### src/rtl/tt_pkg.sv
// Shared types and constants for the truth-table identifier.
// Holds the state encoding, gate classes and function codes.
package tt_pkg;

  typedef enum logic [1:0] {
    S_CAPTURE,
    S_DONE,
    S_ERROR,
    S_TIMEOUT
  } tt_state_e;

  localparam logic [2:0] GID_UNKNOWN = 3'd0;
  localparam logic [2:0] GID_AND     = 3'd1;
  localparam logic [2:0] GID_OR      = 3'd2;
  localparam logic [2:0] GID_NAND    = 3'd3;
  localparam logic [2:0] GID_NOR     = 3'd4;
  localparam logic [2:0] GID_XOR     = 3'd5;
  localparam logic [2:0] GID_XNOR    = 3'd6;
  localparam logic [2:0] GID_ANDN    = 3'd7;

  localparam logic [3:0] FC_AND  = 4'h8;
  localparam logic [3:0] FC_OR   = 4'hE;
  localparam logic [3:0] FC_NAND = 4'h7;
  localparam logic [3:0] FC_NOR  = 4'h1;
  localparam logic [3:0] FC_XOR  = 4'h6;
  localparam logic [3:0] FC_XNOR = 4'h9;
  localparam logic [3:0] FC_ANDN = 4'h2;

endpackage

### src/rtl/tt_classify.sv
// Combinational map from a 4-bit truth table to a gate class.
// Codes outside the standard set fall back to UNKNOWN.
module tt_classify
  import tt_pkg::*;
(
  input  logic [3:0] code,
  output logic [2:0] gate_id
);

  // Match the code against each known gate table
  always_comb begin
    gate_id = GID_UNKNOWN;
    unique case (1'b1)
      (code == FC_AND):  gate_id = GID_AND;
      (code == FC_OR):   gate_id = GID_OR;
      (code == FC_NAND): gate_id = GID_NAND;
      (code == FC_NOR):  gate_id = GID_NOR;
      (code == FC_XOR):  gate_id = GID_XOR;
      (code == FC_XNOR): gate_id = GID_XNOR;
      (code == FC_ANDN): gate_id = GID_ANDN;
      default:           gate_id = GID_UNKNOWN;
    endcase
  end

endmodule

### src/rtl/truth_table_identifier.sv
// Rebuilds a 2-input gate truth table from observed samples.
// Reports the code and class once all four inputs are covered.
module truth_table_identifier
  import tt_pkg::*;
#(
  parameter int MAX_SAMPLES = 16,
  parameter int CNT_W       = 8
) (
  input  logic       clk,
  input  logic       rst_n,
  input  logic       clear,
  input  logic       in_valid,
  output logic       in_ready,
  input  logic       a,
  input  logic       b,
  input  logic       s,
  output logic       done,
  output logic [3:0] func_code,
  output logic [2:0] gate_id,
  output logic       error,
  output logic       timeout
);

  localparam logic [CNT_W-1:0] MAX_C = CNT_W'(MAX_SAMPLES);

  tt_state_e        state_q, state_d;
  logic [3:0]       table_q, table_d;
  logic [3:0]       seen_q, seen_d;
  logic [CNT_W-1:0] count_q, count_d;
  logic [3:0]       func_code_q, func_code_d;
  logic [2:0]       gate_id_q, gate_id_d;

  logic             accept;
  logic [1:0]       idx;
  logic [3:0]       table_n;
  logic [3:0]       seen_n;
  logic             conflict;
  logic [CNT_W-1:0] count_n;
  logic [2:0]       cls_id;

  assign in_ready = (state_q == S_CAPTURE);
  assign accept   = in_valid && in_ready;
  assign idx      = {a, b};

  // Effect of the current sample on table, mask and count
  always_comb begin
    table_n = table_q;
    if (!seen_q[idx]) table_n[idx] = s;
    seen_n   = seen_q | (4'b0001 << idx);
    conflict = seen_q[idx] && (table_q[idx] != s);
    count_n  = (count_q == MAX_C) ? count_q : count_q + 1'b1;
  end

  tt_classify u_classify (
    .code    (table_n),
    .gate_id (cls_id)
  );

  // Next state: clear first, then error > done > timeout
  always_comb begin
    state_d     = state_q;
    table_d     = table_q;
    seen_d      = seen_q;
    count_d     = count_q;
    func_code_d = func_code_q;
    gate_id_d   = gate_id_q;
    if (clear) begin
      state_d     = S_CAPTURE;
      table_d     = '0;
      seen_d      = '0;
      count_d     = '0;
      func_code_d = '0;
      gate_id_d   = '0;
    end else if (accept) begin
      count_d = count_n;
      if (conflict) begin
        state_d = S_ERROR;
      end else begin
        table_d = table_n;
        seen_d  = seen_n;
        if (seen_n == 4'hF) begin
          state_d     = S_DONE;
          func_code_d = table_n;
          gate_id_d   = cls_id;
        end else if (count_n == MAX_C) begin
          state_d = S_TIMEOUT;
        end
      end
    end
  end

  // State and capture registers
  always_ff @(posedge clk or negedge rst_n) begin
    if (!rst_n) begin
      state_q     <= S_CAPTURE;
      table_q     <= '0;
      seen_q      <= '0;
      count_q     <= '0;
      func_code_q <= '0;
      gate_id_q   <= '0;
    end else begin
      state_q     <= state_d;
      table_q     <= table_d;
      seen_q      <= seen_d;
      count_q     <= count_d;
      func_code_q <= func_code_d;
      gate_id_q   <= gate_id_d;
    end
  end

  assign done      = (state_q == S_DONE);
  assign error     = (state_q == S_ERROR);
  assign timeout   = (state_q == S_TIMEOUT);
  assign func_code = func_code_q;
  assign gate_id   = gate_id_q;

endmodule

### config.mk
export PLATFORM = sky130hd
export DESIGN_NAME = truth_table_identifier
export DESIGN_NICKNAME = d
export VERILOG_FILES = /design/src/rtl/tt_pkg.sv /design/src/rtl/tt_classify.sv /design/src/rtl/truth_table_identifier.sv
export SDC_FILE = /design/constraint.sdc
export NUM_CORES = 1
export LEC_CHECK = 0
export ABC_AREA = 1
export BUFFER_PORTS_ARGS = -buffer_cell sky130_fd_sc_hd__buf_2
export CORE_ASPECT_RATIO = 0.75
export CORE_MARGIN = 2
export CORE_UTILIZATION = 55
export CTS_CLUSTER_DIAMETER = 200
export DETAILED_ROUTE_END_ITERATION = 8
export HOLD_SLACK_MARGIN = 0.15
export PLACE_DENSITY = 0.81
export SLEW_MARGIN = 5
export SYNTH_ARGS = -nofsm -noshare
export SYNTH_HDL_FRONTEND = slang
export SYNTH_HIERARCHICAL = 1
export SYNTH_SLANG_ARGS = --single-unit
### constraint.sdc
create_clock -name clk -period 2.4 [get_ports clk]
set_clock_uncertainty 0.15 [all_clocks]
set_input_delay 0.6 -clock clk [delete_from_list [all_inputs] [get_ports clk]]
set_output_delay 0.6 -clock clk [all_outputs]
set_load 0.02 [all_outputs]
Word-level counts from Yosys, hierarchy flattened
Cells that the tools add are included.
- bits in registers: 25
- output and inout port bits: 11
- equal/unequal tests: 15
- reduce and logical (&&, ||, !) cells: 10
- shift-type cells: 1
- mux-type cells: 31
- add/sub/neg operators: 1
- bitwise operators: 1
- magnitude comparators: 2
- operators with widths (cell ; number):
    two-way mux 4 bit ; 11
    two-way mux 8 bit ; 3
    one-hot mux 3 bit (7 select lines) ; 1
    equality test 4 bit (second input constant) ; 4
    equality test 8 x 5 -> 1 bit (second input constant) ; 2
    two-way mux 3 bit ; 4
    two-way mux 2 bit ; 5
    adder 8 x 1 -> 8 bit (second input constant) ; 1
    equality test 4 x 3 -> 1 bit (second input constant) ; 2
    binary-select mux 1 bit (select 2 bit) ; 2
    bitwise mux 4 bit ; 1
    equality test 2 bit (second input constant) ; 2
    equality test 4 x 1 -> 1 bit (second input constant) ; 1
    equality test 4 x 2 -> 1 bit (second input constant) ; 1
    OR 4 bit ; 1
    AND reduction 2 bit ; 2
    nonzero test 2 bit ; 2
    nonzero test 4 bit ; 1
    left shift 1 x 2 -> 4 bit (first input constant) ; 1
    logical AND 1 bit ; 3
    < comparator 2 x 3 -> 1 bit (second input constant) ; 1
    two-way mux 1 bit ; 3
    AND reduction 3 bit ; 1
    demux 1 bit (select 2 bit) ; 1
    other kinds (5) ; 5

Logic depth before layout (Yosys ltp)
- depth after elaboration: 12
- gate-level depth with buffers: 15
- mapped depth without buffers: 14

By module
Netlist, hierarchy kept.
- modules (own cells, without submodules) (module ; times used ; area an instance (µm²) ; cells each):
    truth_table_identifier ; 1 ; 1534.0 ; 225
    tt_classify ; 1 ; 90.1 ; 22

Worst setup path after synthesis
OpenSTA, ideal clock, no wires.
- kind: input to register
- start point: in b
- end point: reg gate_id_q[1], in the netlist gate_id[1]
- setup slack: 0.515 ns
- arrival time: 1.659 ns
- stages on the path: 12
- cells stage by stage: buf_6 > nor2_1 > nand2_1 > o21ai_0 > inv_1 > inv_1 > nand2_2 > nor2_1 > nor2_1 > nand2_1 > inv_1 > o21ai_1
- word-level cells in the longest chain between the ends: 12
- elaborated cells between the ends (all ways): 31
- RTL lines (what ; RTL line ; RTL):
    start, declared ; truth_table_identifier.sv:15 ; input logic b,
    < comparator 2 x 3 -> 1 bit (not written as such) / greater-or-equal comparator 2 x 1 -> 1 bit (equally long branches) ; truth_table_identifier.sv:48 ; if (!seen_q[idx]) table_n[idx] = s;
    logical AND 1 bit (not written as such) ; truth_table_identifier.sv:48 ;
    two-way mux 1 bit (not written as such) ; truth_table_identifier.sv:48 ;
    demux 1 bit (select 2 bit) ; truth_table_identifier.sv:48 ;
    bitwise mux 4 bit ; truth_table_identifier.sv:48 ;
    two-way mux 4 bit * ; truth_table_identifier.sv:48 ;
    net table_n[0] ; truth_table_identifier.sv:35 ; logic [3:0] table_n;
    equality test 4 x 2 -> 1 bit (tied with other cells) ; tt_classify.sv:20 ; (code == FC_ANDN): gate_id = GID_ANDN;
    one-hot mux 3 bit (7 select lines) * ; tt_classify.sv:13 ; unique case (1'b1)
    net cls_id[1] ; truth_table_identifier.sv:39 ; logic [2:0] cls_id;
    two-way mux 3 bit * ; truth_table_identifier.sv:81 ; if (seen_n == 4'hF) begin
    two-way mux 3 bit * ; truth_table_identifier.sv:76 ; if (conflict) begin
    two-way mux 3 bit * ; truth_table_identifier.sv:74 ; end else if (accept) begin
    two-way mux 3 bit * ; truth_table_identifier.sv:67 ; if (clear) begin
    end signal, assigned ; truth_table_identifier.sv:107 ; gate_id_q <= gate_id_d;
    end, declared ; truth_table_identifier.sv:31 ; logic [2:0] gate_id_q, gate_id_d;
Mark *: on every way through the listed nets, which the timed path passes. The rest lies on a longest branch. The select of a mux whose other input is x is not followed.
A chain may end at the register's enable or synchronous reset.

Final worst setup path
Same ends and word-level chain as after synthesis.

==> metrics.md <==
| Metric | Value |
|---|---|
| Tightest Pin Transition | 548 ps |
| Core Region | 0.00287 mm2 |
| Slowest-stage cell, CP | o21ai_0 |
| Clock latency on the worst-skew pair | 260 ps |
| Starting Density | 56.6% |
| Hold_buf cts | 0 |
| Fmax | 517 MHz |
| R2R setup slack | 490 ps |
| Async SR Flop Fraction | 100% |
| WL/cell | 11.7 um |
| Placed Instance Area | 0.00175 mm2 |
| Top delay family on crit path | simple AND/OR/NAND/NOR gates |
| Sequential area share after synthesis | 38.5% |
| Syn avg cell area | 6.58 um2 |
| Final ANT Viol Nets | 0 |
| Cell depth of the worst setup path | 12 |
| FILL cells | 276 |
| Seq cells post-synth | 25 |
| I/O pin cnt | 18 |
| Status | complete, no violations |
| Post-Syn Nets | 256 |
| Die width | 66.7 um |
| Reg2reg start | count_q[0] |
| Port Buffers | 17 |
| Synth cell count leaders | nand2_1 (79), inv_1 (38), nor2_1 (27) |
| Yosys cell types | 23 |
| Number of gates resized after cts | 0 |
| Via count | 1,594 |
| Min-Delay Path Class | input port to async pin |
| Die Ht | 51.1 um |
| Initial antenna violation count | 0 |
| Largest area contributor in the netlist | dfrtp_1 |
| Vias in the first global route | 1,490 |
| First-pass detailed-route iteration total | 4 |
| Clk buf depth | 2 |
| CTS Sinks | 25 |
| Root Driver | clkbuf_8 |
| Most frequent cell after synthesis | nand2_1 |
| Crit path time final | 1930 ps |
| CTS buffer count | 3 |
| CP required | 2450 ps |
| WL final | 3.54 mm |
| Post-route DRC | 0 |
| Largest net degree at the start of global routing | 26 |
| Ys flop type | dfrtp_1 |
| Worst Setup SP | b |
| Crit path cell chain | buf_2 -> nor2_1 -> nand2_1 -> o21ai_0 -> inv_1 -> inv_1 -> nand2_2 -> nor2_1 -> nor2_1 -> nand2_1 -> inv_1 -> o21ai_1 |
| Synthesis warning total | 6 |
| Total power | 0.984 mW |
| Final period util | 80.6% |
| R2r worst-path depth | 13 |
| Post-CTS Repair Setup Buffers | 0 |
| Nets | 276 |
| Multi-input logic area | 823 um2 |
| Number of diodes | 0 |
| LEAKAGE | 0.968 nW |
| Setup tns final | 0 ps |
| Peak VDD IR | 351 uV |
| Clock transition at path regs | 80 ps |
| Share of the synthesized area in the top cell type | 38.5% |
| Power Dens Cells | 549 mW/mm2 |
| Max-cap viol count | 0 |
| Grt ovf | 0 |
| Finished Cell Area | 0.00179 mm2 |
| Worst relative slew slack | 63.5% |
| Min Hold Slack | 159 ps |
| Final HPWL DP | 2.70 mm |
| Final setup margin | 466 ps |
| DRT iter0 DRCs | 125 |
| Final Max Tran Viols | 0 |
| RSZ-0062 raised after global routing | false |
| Routability cong. | 0.931 |
| CP endpoint kind | flop |
| First-pass GRT wire length | 6.35 mm |
| Final setup vio count | 0 |
| Top cells by area, synth | dfrtp_1 (39%), nand2_1 (18%), inv_1 (8.8%), nand3_1 (7.1%), nor2_1 (6.2%) |
| Post-Place Worst Slack | 249 ps |
| R2r endpoint | state_q[1] |
| Row cnt | 17 |
| CP Launch Type | input port |
| Crit Path Max Fanout | 11 |
| Area Overhead vs Synth | 10.3% |
| Post-Syn Area | 0.00162 mm2 |
| All-layer global routing usage | 24.0% |
| Post-Syn Instances | 247 |
| Register area | 626 um2 |
| Hold Fails Final Rpt | 0 |
| Critical Path Max Stage Delay | 300 ps |
| H-tree levels | 1 |
| Setup crit end | gate_id[1] |
| Critical path class | input port to flop |
| CTS tree | built |
| Die ar. | 0.00341 mm2 |
| EDFF count, synth | 0 |
| CP Buf/Inv Count | 4 |
| Layout cells sized above 1 | 12.8% |
| Via/cell ratio | 5.24 |
| Arrival @ worst endpoint | 1980 ps |
-- cell type report --
class | count | area share (%)
repair buffers | 19 | 5.59
multi-input cells | 178 | 45.9
well taps | 38 | 2.65
clock buffers | 4 | 2.51
flip-flops and latches | 25 | 34.9
inverters | 40 | 8.38
-- where the power goes --
group	internal [mW]	switching [mW]
logic	0.0846	0.181
clock network	0.119	0.127
registers	0.448	0.0246
-- metrics by stage --
| stage | utilization (%) | instances |
|---|---|---|
| after floorplan | - | 247 |
| after global placement | 60.8 | 300 |
| after detailed placement | 60.8 | 300 |
| after CTS | 62.4 | 304 |
| after global routing | 62.4 | 304 |
| final | 62.4 | 304 |
-- state kept, by name, indices dropped and copies added (netlist names) --
| name | flops |
|---|---|
| func_code | 4 |
| count_q | 8 |
| gate_id | 3 |
| state_q | 2 |
| table_q | 4 |
| seen_q | 4 |
-- worst register-to-register path: stages, from the launching register on --
cell	delay, ps
dfrtp_1	440
inv_1	110
ha_1	170
nand2_1	60
nor2_1	130
nand2_1	100
nand2_1	100
nand3_1	90
nor2_1	90
nand3_1	70
nand2_1	100
nand2_1	70
nand2_1	80
nand2_1	40
-- cells by family after synthesis --
group | count (synthesis) | synth area share, %
compound gates | 33 | 11.0
xor+xnor | 1 | 0.539
fa+ha+maj | 2 | 1.54
buf+inv | 44 | 10.8
flops | 25 | 38.5
simple gates | 142 | 37.6
-- how the worst min path moves through the flow --
stage / slack, ps / end / cells past startpoint
2_1_floorplan: 150 / count_q[0] / 0
3_3_place_gp: 350 / gate_id[0] / 2
3_5_place_dp: 360 / gate_id[0] / 2
4_1_cts: 180 / count_q[5] / 1
5_1_grt: 200 / count_q[5] / 1
6_report: 160 / count_q[5] / 1
-- metal layers --
metal,up-vias,global-route usage [%],routed length (um)
met4,0,5.10,9
met1,732,34.2,1760
met5,-,0,0
met2,46,38.2,1590
met3,2,4.63,187
li1,814,-,-
-- layout by cell type, fill, tap and decap left out --
cell,instances
a21oi_1,4
a211oi_1,1
dfrtp_1,25
inv_1,38
buf_4,2
o2bb2ai_1,1
buf_2,17
nand2_1,79
ha_1,2
xor2_1,1
nor2_2,2
nor2_1,27
nand3_2,1
o21ai_0,13
o21ai_1,8
nand3_4,1
nor3b_1,1
o22ai_1,6
clkbuf_8,3
nand4_1,2
inv_2,2
nand2_2,6
nand3_1,23
clkbuf_1,1
No activity file was read; power rests on OpenSTA's default activity.
